`src/rtl/lamp_pkg.sv`:
```
// lamp_pkg: lamp vector width, PWM resolution and helpers shared by the
// pattern sequencer and the lamp fade driver.
package lamp_pkg;
    localparam int N_LAMPS_DEF  = 8;
    localparam int PWM_BITS_DEF = 4;

    typedef logic [N_LAMPS_DEF-1:0] lamp_vec_t;

    function automatic int unsigned pwm_max(input int unsigned bits);
        return (32'd1 << bits) - 32'd1;
    endfunction
endpackage

```
`src/rtl/lamp_fade_channel.sv`:
```
// lamp_fade_channel: one lamp's brightness level, fading one step per tick
// toward full or off, rendered as PWM against the shared counter.
module lamp_fade_channel
    import lamp_pkg::*;
#(
    parameter int PWM_BITS = PWM_BITS_DEF
) (
    input  logic                clk,
    input  logic                rst_n,
    input  logic                target,
    input  logic                fade_tick,
    input  logic                bypass,
    input  logic [PWM_BITS-1:0] pwm_cnt,
    output logic                led,
    output logic                mismatch
);
    localparam logic [PWM_BITS-1:0] MAX = PWM_BITS'(pwm_max(PWM_BITS));

    logic [PWM_BITS-1:0] level_q, level_d, tgt;
    logic                led_q, led_d;

    always_comb begin
        tgt     = target ? MAX : '0;
        level_d = bypass ? tgt :
                  !fade_tick ? level_q :
                  level_q < tgt ? level_q + 1'b1 :
                  level_q > tgt ? level_q - 1'b1 : level_q;
        // Full level is forced on so that MAX really is 100% duty.
        led_d   = bypass ? target : (level_q == MAX) | (level_q > pwm_cnt);
    end

    always_ff @(posedge clk or negedge rst_n) begin
        if (!rst_n) begin
            level_q <= '0;
            led_q   <= 1'b0;
        end else begin
            level_q <= level_d;
            led_q   <= led_d;
        end
    end

    assign led      = led_q;
    assign mismatch = level_q != tgt;
endmodule

```
`src/rtl/lamp_fade_driver.sv`:
```
// lamp_fade_driver: turns the sequencer's on/off lamp vector into faded,
// PWM-driven LED outputs, with a bypass that passes the pattern straight through.
module lamp_fade_driver
    import lamp_pkg::*;
#(
    parameter int N_LAMPS  = N_LAMPS_DEF,
    parameter int PWM_BITS = PWM_BITS_DEF,
    parameter int FADE_DIV = 16
) (
    input  logic               clk,
    input  logic               rst_n,
    input  logic [N_LAMPS-1:0] lamb,
    input  logic               bypass,
    output logic [N_LAMPS-1:0] led,
    output logic               busy
);
    localparam int PRE_W = FADE_DIV > 1 ? $clog2(FADE_DIV) : 1;
    localparam logic [PRE_W-1:0] PRE_LAST = PRE_W'(FADE_DIV - 1);

    logic [N_LAMPS-1:0]  lamb_q, mismatch;
    logic [PWM_BITS-1:0] pwm_q, pwm_d;
    logic [PRE_W-1:0]    pre_q, pre_d;
    logic                fade_tick;

    always_comb begin
        fade_tick = pre_q == PRE_LAST;
        pre_d     = fade_tick ? '0 : pre_q + 1'b1;
        pwm_d     = pwm_q + 1'b1;
    end

    always_ff @(posedge clk or negedge rst_n) begin
        if (!rst_n) begin
            lamb_q <= '0;
            pwm_q  <= '0;
            pre_q  <= '0;
        end else begin
            lamb_q <= lamb;
            pwm_q  <= pwm_d;
            pre_q  <= pre_d;
        end
    end

    for (genvar i = 0; i < N_LAMPS; i++) begin : g_ch
        lamp_fade_channel #(.PWM_BITS(PWM_BITS)) u_ch (
            .clk      (clk),
            .rst_n    (rst_n),
            .target   (lamb_q[i]),
            .fade_tick(fade_tick),
            .bypass   (bypass),
            .pwm_cnt  (pwm_q),
            .led      (led[i]),
            .mismatch (mismatch[i])
        );
    end

    assign busy = |mismatch;
endmodule
```
`config.mk`:
```
export PLATFORM = sky130hd
export DESIGN_NAME = lamp_fade_driver
export DESIGN_NICKNAME = d
export VERILOG_FILES = /design/src/rtl/lamp_pkg.sv /design/src/rtl/lamp_fade_channel.sv /design/src/rtl/lamp_fade_driver.sv
export SDC_FILE = /design/constraint.sdc
export NUM_CORES = 1
export LEC_CHECK = 0
export BUFFER_PORTS_ARGS = -buffer_cell sky130_fd_sc_hd__buf_2
export CELL_PAD_IN_SITES_DETAIL_PLACEMENT = 1
export CELL_PAD_IN_SITES_GLOBAL_PLACEMENT = 2
export CORE_UTILIZATION = 42
export CTS_CLUSTER_DIAMETER = 40
export DETAILED_ROUTE_END_ITERATION = 8
export PLACE_DENSITY_LB_ADDON = 0.1
export SKIP_CTS_REPAIR_TIMING = 1
export SYNTH_ARGS = -nofsm -noshare
export SYNTH_HDL_FRONTEND = slang
export SYNTH_SLANG_ARGS = --single-unit
```
`constraint.sdc`:
```
create_clock -name clk -period 3.3 [get_ports clk]
set_clock_uncertainty 0.15 [all_clocks]
set_input_delay 0.165 -clock clk [delete_from_list [all_inputs] [get_ports clk]]
set_output_delay 0.165 -clock clk [all_outputs]
set_load 0.005 [all_outputs]
```
==> flow_summary_export.csv, run 1 <==
group,metric,value,unit
placement,portBuffers,19,
placement,placed_cells,616,
setup_path,reg2reg_from,"lamb_q[6]$_DFF_PN0_",
clocking,numCtsBuffers,5,
final_layout,instances_no_fill,633,
hold_path,hp-class,"input pin to async pin",
synthesis,yosys.area_share.adder,0.246,
setup_path,crit_fanout,5,
routing,wirelength,11300,um
setup_path,arrival,2910,ps
routing,avgRoutedWirePerCell,17.8,um
synthesis,synth_top_area_frac,0.291,
routing,vias,3652,
placement,routabilityCongestion,0.808,
synthesis,ys_warn_count,0,
synthesis,synthFlopType,"dfrtp_1",
clocking,htree_levels,2,
pwr,p_sw_frac,0.404,
final_layout,stdcell_area,5180,um2
pwr,p_leak,2.31,nW
setup_path,crit_path_start_kind,"flop",
clocking,clkSinkCount,56,
pwr,power_density,574,nW/um2
pwr,p_switching,1.20,mW
synthesis,synthMuxAreaShare,0.0450,
setup_path,cp-startpoint,"lamb_q[6]$_DFF_PN0_",
synthesis,avgSynthCellArea,10.1,um2
synthesis,synth_edf_count,0,
die,io-pin-count,20,
routing,dr.pass1.iters,4,
grt,track_usage,0.208,
pwr,p_seq_frac,0.333,
sta,worst_pin_slew,709,ps
synthesis,synth_area_leader_cell,"dfrtp_1",
synthesis,yosys_register_bits,56,
grt,grt_pass1_vias,3864,
sta,fmax,345,MHz
die,std_cell_rows,38,
placement,place_area,4940,um2
placement,dp_hpwl,8320,um
setup_path,required,3310,ps
sta,slew_violations,0,
pwr,internal_power,1.77,mW
sta,relSlewSlack,0.527,
final_layout,areaGrowthSynthToFinish,7.54,%
synthesis,synth_nets,577,
synthesis,synth-seq-area-share,0.291,
final_layout,n_fill_cell,1257,
routing,ant_nets,0,
sta,setup_viol,0,
final_layout,final_nets,593,
routing,remaining_drc_errors,0,
clocking,clock_latency,310,ps
grt,gr-total-overflow,0,
grt,grt_start_max_net_pins,39,
setup_path,path_class,"flop to flop",
sta,final.min_clock_period,2900,ps
synthesis,syn_inst,476,
synthesis,synthSimpleGateAreaFrac,0.153,
grt,grt_first_pass_wirelength,18900,um
final_layout,regArea,1400,um2
synthesis,syn-cell-area,4810,um2
pwr,clkPwrFrac,0.192,
die,core_area,11000,um2
setup_path,end_kind,"flop",
synthesis,async_flop_share,1.00,
pwr,ir_drop,303,uV
synthesis,synth_common_cells,"ha_1 (82), dfrtp_1 (56), a21oi_1 (40)",
pwr,p_total,2.97,mW
synthesis,yosysMostFrequentCell,"ha_1",
die,start_util,0.438,
grt,antenna_found_initial,0,
synthesis,synth.distinct_cells,41,
synthesis,synth_area_leaders,"dfrtp_1 (29%), ha_1 (21%), a21oi_1 (4.2%)",
sta,finalCritPeriodShare,0.878,
sta,rsz0062_at_grt,"false",
synthesis,synth-compound-area-share,0.169,
die,die_h,109,um
sta,finalHoldViolations,0,
sta,setup_tns,0,ps
synthesis,synth_xor_area_frac,0.0327,
die,dieArea,11900,um2
run,drv_cap,0,
final_layout,drive_gt1_frac,0.114,
synthesis,synth_top_family_by_area,"adder cells",
clocking,clock_path_buffers,2,
final_layout,antenna_cells,0,
clocking,cts_tree,"done",
routing,first_iter_violations,126,
run_status,status,"complete, no violations",
clocking,clkTransAtPathRegs,70,ps
clocking,root_buffer,"clkbuf_16",
final_layout,utilization,0.471,
routing,vias_per_cell,5.77,
pwr,p_comb_frac,0.476,
die,die_x,109,um
final_layout,multi_input_area,3110,um2
==> kinds of logic (layout without fill, tap and decap cells) <==
logic type | after synthesis | after routing
AOI/OAI and AO/OA | 121 | 121
and+or+nand+nor | 116 | 116
adders and majority gates | 90 | 90
DFF | 56 | 56
buffers and inverters | 54 | 71
muxes | 21 | 21
xor gates and xnor gates | 18 | 18
==> power groups by stage <==
stage | sequential (mW) | combinational, mW | clock (mW)
detailed placement | 1.00 | 1.41 | 0
global placement | 1.00 | 1.33 | 0
floorplan | 0.936 | 1.13 | 0
finish | 0.989 | 1.41 | 0.569
CTS | 0.992 | 1.42 | 0.597
global route | 1.01 | 1.63 | 0.617
==> flip-flops by register name, indices dropped and copies added (netlist names) <==
| signal | count |
|---|---|
| pre_q | 4 |
| lamb_q | 8 |
| g_ch.u_ch.led | 8 |
| g_ch.u_ch.level_q | 32 |
| pwm_q | 4 |
==> critical path, stage by stage (launching register included) <==
cell	delay (ps)
dfrtp_1	400
inv_1	110
ha_1	330
nand2_1	60
o21ai_1	430
ha_1	330
a21o_1	180
a21oi_1	260
mux2i_1	230
mux2_2	170
o221ai_1	100
==> final cells by class <==
cell class,instances,share of cell area
multi-input combinational,366,0.600
inverter,31,0.0225
tap,140,0.0338
sequential,56,0.271
clock inverter,1,0.00145
timing repair buffer,32,0.0440
clock buffer,7,0.0275
==> cell usage in the layout, fill, tap and decap left out, types with 11 or more instances in the layout <==
cell      count
nor2_1       11
mux2i_1      16
inv_1        30
nand4_1      24
nand2_1      16
dfrtp_1      56
nand2b_1     14
a21oi_1      40
o21a_1       23
nor3_1       14
o21ai_1      16
buf_2        19
a21o_1       15
ha_1         82
==> stage by stage <==
step           hold slack [ps]  setup WS, ps
4_1_cts                   -321           409
6_report                   207           403
3_3_place_gp              7.06           500
5_1_grt                    260           198
2_1_floorplan             -281           768
3_5_place_dp              14.8           431
==> per-layer routing <==
layer,vias to the layer above,GRT usage,part of all wire
met3,12,0.0335,0.020
met5,-,0,0
li1,1778,-,-
met1,1832,0.269,0.48
met2,30,0.353,0.48
met4,0,0.0627,0.016
==> final timing paths <==
check / endpoint / slack [ps] / cells after the start
setup / recovery: g_ch[6].u_ch.level_q[3]$_DFFE_PN0P_ / 400 / 10
hold / removal: g_ch[6].u_ch.level_q[2]$_DFFE_PN0P_ / 210 / 2
max in group asynchronous: g_ch[7].u_ch.level_q[1]$_DFFE_PN0P_ / 2210 / 3
setup reg to reg: g_ch[6].u_ch.level_q[3]$_DFFE_PN0P_ / 400 / 10
min in group clk: g_ch[0].u_ch.level_q[2]$_DFFE_PN0P_ / 280 / 4
hold reg to reg: pwm_q[3]$_DFF_PN0_ / 330 / 1
Power figures use the tool's default switching activity.
==> run 2: changes to the inputs <==
--- a/config.mk
+++ b/config.mk
@@ -6,9 +6,9 @@
 export NUM_CORES = 1
 export LEC_CHECK = 0
 export BUFFER_PORTS_ARGS = -buffer_cell sky130_fd_sc_hd__buf_2
-export CELL_PAD_IN_SITES_DETAIL_PLACEMENT = 1
-export CELL_PAD_IN_SITES_GLOBAL_PLACEMENT = 2
-export CORE_UTILIZATION = 42
+export CELL_PAD_IN_SITES_DETAIL_PLACEMENT = 0
+export CELL_PAD_IN_SITES_GLOBAL_PLACEMENT = 1
+export CORE_UTILIZATION = 50
 export CTS_CLUSTER_DIAMETER = 40
 export DETAILED_ROUTE_END_ITERATION = 8
 export PLACE_DENSITY_LB_ADDON = 0.1
==> flow_summary_export.csv, run 2 (synthesis results as in run 1) <==
group,metric,value,unit
final_layout,final_cell_mix,"ha_1 (82), dfrtp_1 (56), a21oi_1 (40), inv_1 (30), nand4_1 (24)",
clocking,clkTransAtPathRegs,100,ps
routing,dr.pass1.iters,4,
setup_path,required,3330,ps
placement,portBuffers,19,
pwr,p_sw_frac,0.400,
hold_path,hp-class,"input pin to flop",
grt,grt_first_pass_wirelength,16400,um
setup_path,crit_chain,"inv_1 > ha_1 > nand2_1 > o21ai_1 > ha_1 > a21o_1 > a21oi_1 > mux2i_1 > mux2_2 > o221ai_1",
die,die_x,100,um
sta,relSlewSlack,0.423,
grt,grt_start_max_net_pins,38,
die,core_area,9280,um2
setup_path,regToRegSetupSlack,470,ps
grt,track_usage,0.207,
sta,setup_tns,0,ps
pwr,p_seq_frac,0.349,
die,std_cell_rows,35,
sta,worst_pin_slew,866,ps
clocking,root_buffer,"clkbuf_8",
routing,vias,3470,
pwr,p_switching,1.12,mW
setup_path,crit_fanout,5,
final_layout,n_fill_cell,878,
final_layout,drive_gt1_frac,0.114,
sta,setup_viol,0,
sta,fmax,354,MHz
final_layout,antenna_cells,0,
pwr,p_leak,2.29,nW
die,dieArea,10000,um2
setup_path,reg2reg_from,"lamb_q[6]$_DFF_PN0_",
clocking,clock_path_buffers,2,
die,io-pin-count,20,
grt,grt_pass1_vias,3495,
routing,avgRoutedWirePerCell,15.2,um
pwr,internal_power,1.68,mW
setup_path,worst_path_max_delay_cell,"dfrtp_1",
routing,wirelength,9460,um
placement,routabilityCongestion,0.816,
pwr,ir_drop,325,uV
setup_path,critPathMaxStageDelay,410,ps
clocking,numCtsBuffers,5,
placement,preCtsSetupSlack,460,ps
routing,first_iter_violations,66,
sta,worst_slack,472,ps
sta,finalHoldViolations,0,
sta,rsz0062_at_grt,"false",
setup_path,rr_worst_depth,10,
placement,dp_hpwl,6940,um
pwr,clkPwrFrac,0.164,
routing,vias_per_cell,5.59,
setup_path,crit_path_end,"g_ch[6].u_ch.level_q[3]$_DFFE_PN0P_",
setup_path,crit_path_start_kind,"flop",
final_layout,final_nets,592,
setup_path,end_kind,"flop",
final_layout,largest_reg_flops,32,
clocking,clock_latency,320,ps
pwr,power_density,549,nW/um2
setup_path,timing.rr.end,"g_ch[6].u_ch.level_q[3]$_DFFE_PN0P_",
setup_path,path_class,"flop to flop",
setup_path,arrival,2860,ps
sta,slew_violations,0,
placement,placed_cells,604,
grt,gr-total-overflow,0,
clocking,clkSinkCount,56,
die,die_h,100,um
final_layout,layout_commonest_cell,"ha_1",
placement,place_area,4900,um2
run_status,status,"complete, no violations",
clocking,htree_levels,2,
setup_path,crit_top_cell,"ha_1",
final_layout,instances_no_fill,621,
setup_path,cp-startpoint,"lamb_q[6]$_DFF_PN0_",
pwr,p_comb_frac,0.486,
final_layout,areaGrowthSynthToFinish,6.03,%
grt,antenna_found_initial,0,
die,start_util,0.519,
final_layout,stdcell_area,5100,um2
routing,ant_nets,0,
sta,final.min_clock_period,2830,ps
clocking,cts_tree,"done",
run,drv_cap,0,
sta,finalCritPeriodShare,0.857,
routing,remaining_drc_errors,0,
final_layout,largest_register,"g_ch.u_ch.level_q",
## run 2: cell count changes in the layout (fill, tap and decap cells not counted)
cell       previous run  this run
buf_12                1         0
clkbuf_8              1         5
clkbuf_1              1         0
bufinv_16             0         1
clkinv_2              0         1
clkbuf_16             5         0
## run 2: stage by stage
| stage | util | hold slack, ps | power, mW |
|---|---|---|---|
| after CTS | 0.540 | -226 | 2.83 |
| after detailed placement | 0.528 | 124 | 2.35 |
| after global routing | 0.550 | 246 | 3.10 |
| final | 0.550 | 235 | 2.80 |
| after global placement | 0.528 | 123 | 2.31 |
| after floorplan | - | -281 | 2.07 |
## run 2: power groups by stage
| stage | clock network, mW | registers, mW | logic [mW] |
|---|---|---|---|
| finish | 0.461 | 0.979 | 1.36 |
| global route | 0.509 | 1.00 | 1.59 |
| CTS | 0.484 | 0.980 | 1.37 |
| detailed placement | 0 | 0.991 | 1.36 |
| global placement | 0 | 0.995 | 1.32 |
| floorplan | 0 | 0.936 | 1.13 |
## run 2: final cells by class
class	instances	area (um2)	share of cell area
clock inverters	3	42.5	0.00833
repair buffers	31	208	0.0407
well taps	129	161	0.0316
multi-input cells	366	3110	0.609
inverters	31	116	0.0228
clock buffers	5	68.8	0.0135
flip-flops and latches	56	1400	0.275
## run 2: worst min-delay path by stage
stage / startpoint / to / cells past startpoint
floorplan: rst_n / g_ch[0].u_ch.led$_DFF_PN0_ / 0
global placement: lamb[5] / lamb_q[5]$_DFF_PN0_ / 1
detailed placement: lamb[0] / lamb_q[0]$_DFF_PN0_ / 1
CTS: lamb[0] / lamb_q[0]$_DFF_PN0_ / 1
global route: bypass / g_ch[3].u_ch.level_q[2]$_DFFE_PN0P_ / 4
finish: bypass / g_ch[4].u_ch.level_q[2]$_DFFE_PN0P_ / 4
## run 2: critical path: cells and delay by family, from the launching register on
family                     cells  cell delay, ps
AOI/OAI and AO/OA              4             940
adders and majority gates      2             650
DFF                            1             410
muxes                          2             370
buffers and inverters          1             100
and+or+nand+nor                1              60
## run 2: routing by layer
| layer | track usage | vias up | part of all wire |
|---|---|---|---|
| met5 | 0 | - | 0 |
| li1 | - | 1778 | - |
| met3 | 0.0320 | 12 | 0.021 |
| met2 | 0.352 | 25 | 0.46 |
| met4 | 0.0546 | 0 | 0.014 |
| met1 | 0.275 | 1655 | 0.50 |
==> run 3: changes to the inputs <==
--- a/config.mk
+++ b/config.mk
@@ -5,6 +5,7 @@
 export SDC_FILE = /design/constraint.sdc
 export NUM_CORES = 1
 export LEC_CHECK = 0
+export ABC_AREA = 1
 export BUFFER_PORTS_ARGS = -buffer_cell sky130_fd_sc_hd__buf_2
 export CELL_PAD_IN_SITES_DETAIL_PLACEMENT = 0
 export CELL_PAD_IN_SITES_GLOBAL_PLACEMENT = 1
==> constraint.sdc (replaced) <==
create_clock -name clk -period 3.39 [get_ports clk]
set_clock_uncertainty 0.15 [all_clocks]
set_input_delay 0.1695 -clock clk [delete_from_list [all_inputs] [get_ports clk]]
set_output_delay 0.1695 -clock clk [all_outputs]
set_load 0.005 [all_outputs]
==> flow_summary_export.csv, run 3 <==
group,metric,value,unit
synthesis,synth_area_leader_cell,"dfrtp_1",
sta,finalHoldViolations,0,
grt,antenna_found_initial,0,
synthesis,yosysMostFrequentCell,"nand2_1",
routing,ant_nets,0,
placement,portBuffers,19,
synthesis,syn-cell-area,4650,um2
synthesis,synth_top_area_frac,0.301,
setup_path,path_class,"flop to flop",
final_layout,largest_reg_flops,32,
grt,grt_pass1_vias,3586,
final_layout,drive_gt1_frac,0.0967,
sta,relSlewSlack,0.530,
synthesis,synth_area_leaders,"dfrtp_1 (30%), ha_1 (22%), nand2_1 (11%)",
sta,finalCritPeriodShare,0.716,
setup_path,timing.rr.end,"g_ch[5].u_ch.level_q[3]$_DFFE_PN0P_",
final_layout,layout_commonest_cell,"nand2_1",
sta,fmax,412,MHz
grt,grt_first_pass_wirelength,16900,um
grt,track_usage,0.215,
placement,dp_hpwl,7280,um
run_status,violations,"design-rule violations",
clocking,clkTransAtPathRegs,100,ps
sta,setup_tns,0,ps
pwr,ir_drop,433,uV
sta,final.min_clock_period,2430,ps
synthesis,synth_nets,707,
setup_path,reg2reg_from,"g_ch[5].u_ch.level_q[1]$_DFFE_PN0P_",
setup_path,crit_path_start_kind,"flop",
run,drv_cap,0,
final_layout,final_cell_mix,"nand2_1 (139), ha_1 (82), inv_1 (78), a21oi_1 (72), dfrtp_1 (56)",
die,core_area,8850,um2
final_layout,antenna_cells,0,
die,start_util,0.526,
final_layout,final_nets,731,
clocking,htree_levels,2,
setup_path,crit_fanout,6,
synthesis,yosys_register_bits,56,
synthesis,avgSynthCellArea,7.68,um2
grt,gr-total-overflow,0,
setup_path,end_kind,"flop",
synthesis,synth_edf_count,0,
synthesis,synth_common_cells,"nand2_1 (139), ha_1 (82), inv_1 (78)",
routing,vias_per_cell,5.22,
clocking,clock_path_buffers,2,
sta,setup_viol,0,
routing,remaining_drc_errors,1,
die,die_x,98.5,um
setup_path,cp-startpoint,"g_ch[5].u_ch.level_q[1]$_DFFE_PN0P_",
synthesis,synthFlopType,"dfrtp_1",
sta,rsz0062_at_grt,"false",
die,io-pin-count,20,
clocking,numCtsBuffers,5,
sta,slew_violations,0,
final_layout,stdcell_area,4990,um2
hold_path,hp-class,"input pin to async pin",
die,std_cell_rows,34,
routing,dr.pass1.iters,6,
clocking,cts_tree,"done",
sta,worst_slack,962,ps
grt,grt_start_max_net_pins,34,
pwr,power_density,740,nW/um2
placement,preCtsSetupSlack,1000,ps
clocking,root_buffer,"clkbuf_8",
die,die_h,98.5,um
routing,vias,3861,
clocking,clock_latency,320,ps
setup_path,required,3490,ps
synthesis,syn_inst,606,
synthesis,synth.distinct_cells,22,
final_layout,areaGrowthSynthToFinish,7.12,%
setup_path,rr_worst_depth,13,
synthesis,synth-seq-area-share,0.301,
routing,first_iter_violations,133,
routing,avgRoutedWirePerCell,13.3,um
setup_path,regToRegSetupSlack,960,ps
clocking,clkSinkCount,56,
sta,worst_pin_slew,704,ps
final_layout,largest_register,"g_ch.u_ch.level_q",
synthesis,async_flop_share,1.00,
run_status,status,"complete, but fails checks",
die,dieArea,9700,um2
setup_path,arrival,2520,ps
placement,place_area,4800,um2
synthesis,ys_warn_count,0,
placement,routabilityCongestion,0.768,
routing,wirelength,9820,um
pwr,p_leak,2.67,nW
==> run 3: cell types whose count changed after synthesis, moves of 23 or more <==
cell / previous run / this run
nor2_1: 11 / 36
a21oi_1: 40 / 72
inv_1: 30 / 78
o21ai_0: 2 / 33
o21a_1: 23 / 0
nand4_1: 24 / 0
nand3_1: 2 / 51
nand2_1: 16 / 139
==> run 3: worst max-delay path by stage <==
stage	slack (ps)	cells after the start	to
2_1_floorplan	1260	13	g_ch[6].u_ch.level_q[3]$_DFFE_PN0P_
3_3_place_gp	1030	13	g_ch[1].u_ch.level_q[3]$_DFFE_PN0P_
3_5_place_dp	1000	13	g_ch[6].u_ch.level_q[3]$_DFFE_PN0P_
4_1_cts	980	13	g_ch[5].u_ch.level_q[3]$_DFFE_PN0P_
5_1_grt	690	13	g_ch[4].u_ch.level_q[3]$_DFFE_PN0P_
6_report	960	13	g_ch[5].u_ch.level_q[3]$_DFFE_PN0P_
==> run 3: routing by layer <==
layer	vias to the layer above	global-route usage	wire length [um]
met5	-	0	0
met4	0	0.0620	135
met3	12	0.0319	223
met2	37	0.363	4670
met1	1788	0.289	4790
li1	2024	-	-
==> run 3: cell type report <==
| class | instances | area (um2) |
|---|---|---|
| multi-input cells | 449 | 2810 |
| repair buffers | 31 | 208 |
| fillers | 877 | 3860 |
| clock buffers | 6 | 82.6 |
| well taps | 108 | 135 |
| flip-flops and latches | 56 | 1400 |
| clock inverters | 2 | 15.0 |
| inverters | 87 | 332 |
==> run 3: through the flow <==
stage / util / hold slack [ps] / cells / power [mW]
after global routing: 0.563 / 252 / 739 / 4.18
after CTS: 0.553 / -334 / 730 / 3.71
after global placement: 0.542 / 8.21 / 722 / 3.20
final: 0.563 / 183 / 739 / 3.69
after detailed placement: 0.542 / 19.2 / 722 / 3.30
after floorplan: - / -276 / 606 / 2.83
==> run 3: logic make-up (layout without fill, tap and decap cells) <==
| logic type | Yosys count | count (layout) | synth area share |
|---|---|---|---|
| AND/OR/NAND/NOR | 251 | 251 | 0.231 |
| AO/OA/AOI/OAI | 105 | 105 | 0.113 |
| buffers and inverters | 101 | 126 | 0.0946 |
| adder cells (fa/ha/maj) | 90 | 90 | 0.255 |
| flip-flops | 56 | 56 | 0.301 |
| XOR/XNOR | 3 | 3 | 0.00565 |
==> run 3: critical path: stages (launching register included) <==
cell	delay (ps)
dfrtp_1	470
ha_1	340
nand2_1	70
nand2_1	50
nand2_1	50
nand2_1	150
ha_1	370
a21oi_1	230
nand2_1	70
nand2_1	80
nand2_1	50
nand2_1	50
nand3_1	70
a21oi_1	150
==> run 3: power by group <==
part	leakage [nW]	total [mW]	switching [mW]	internal [mW]
combinational	1.97	2.14	1.24	0.899
sequential	0.659	1.16	0.301	0.855
clock	0.0434	0.398	0.232	0.166
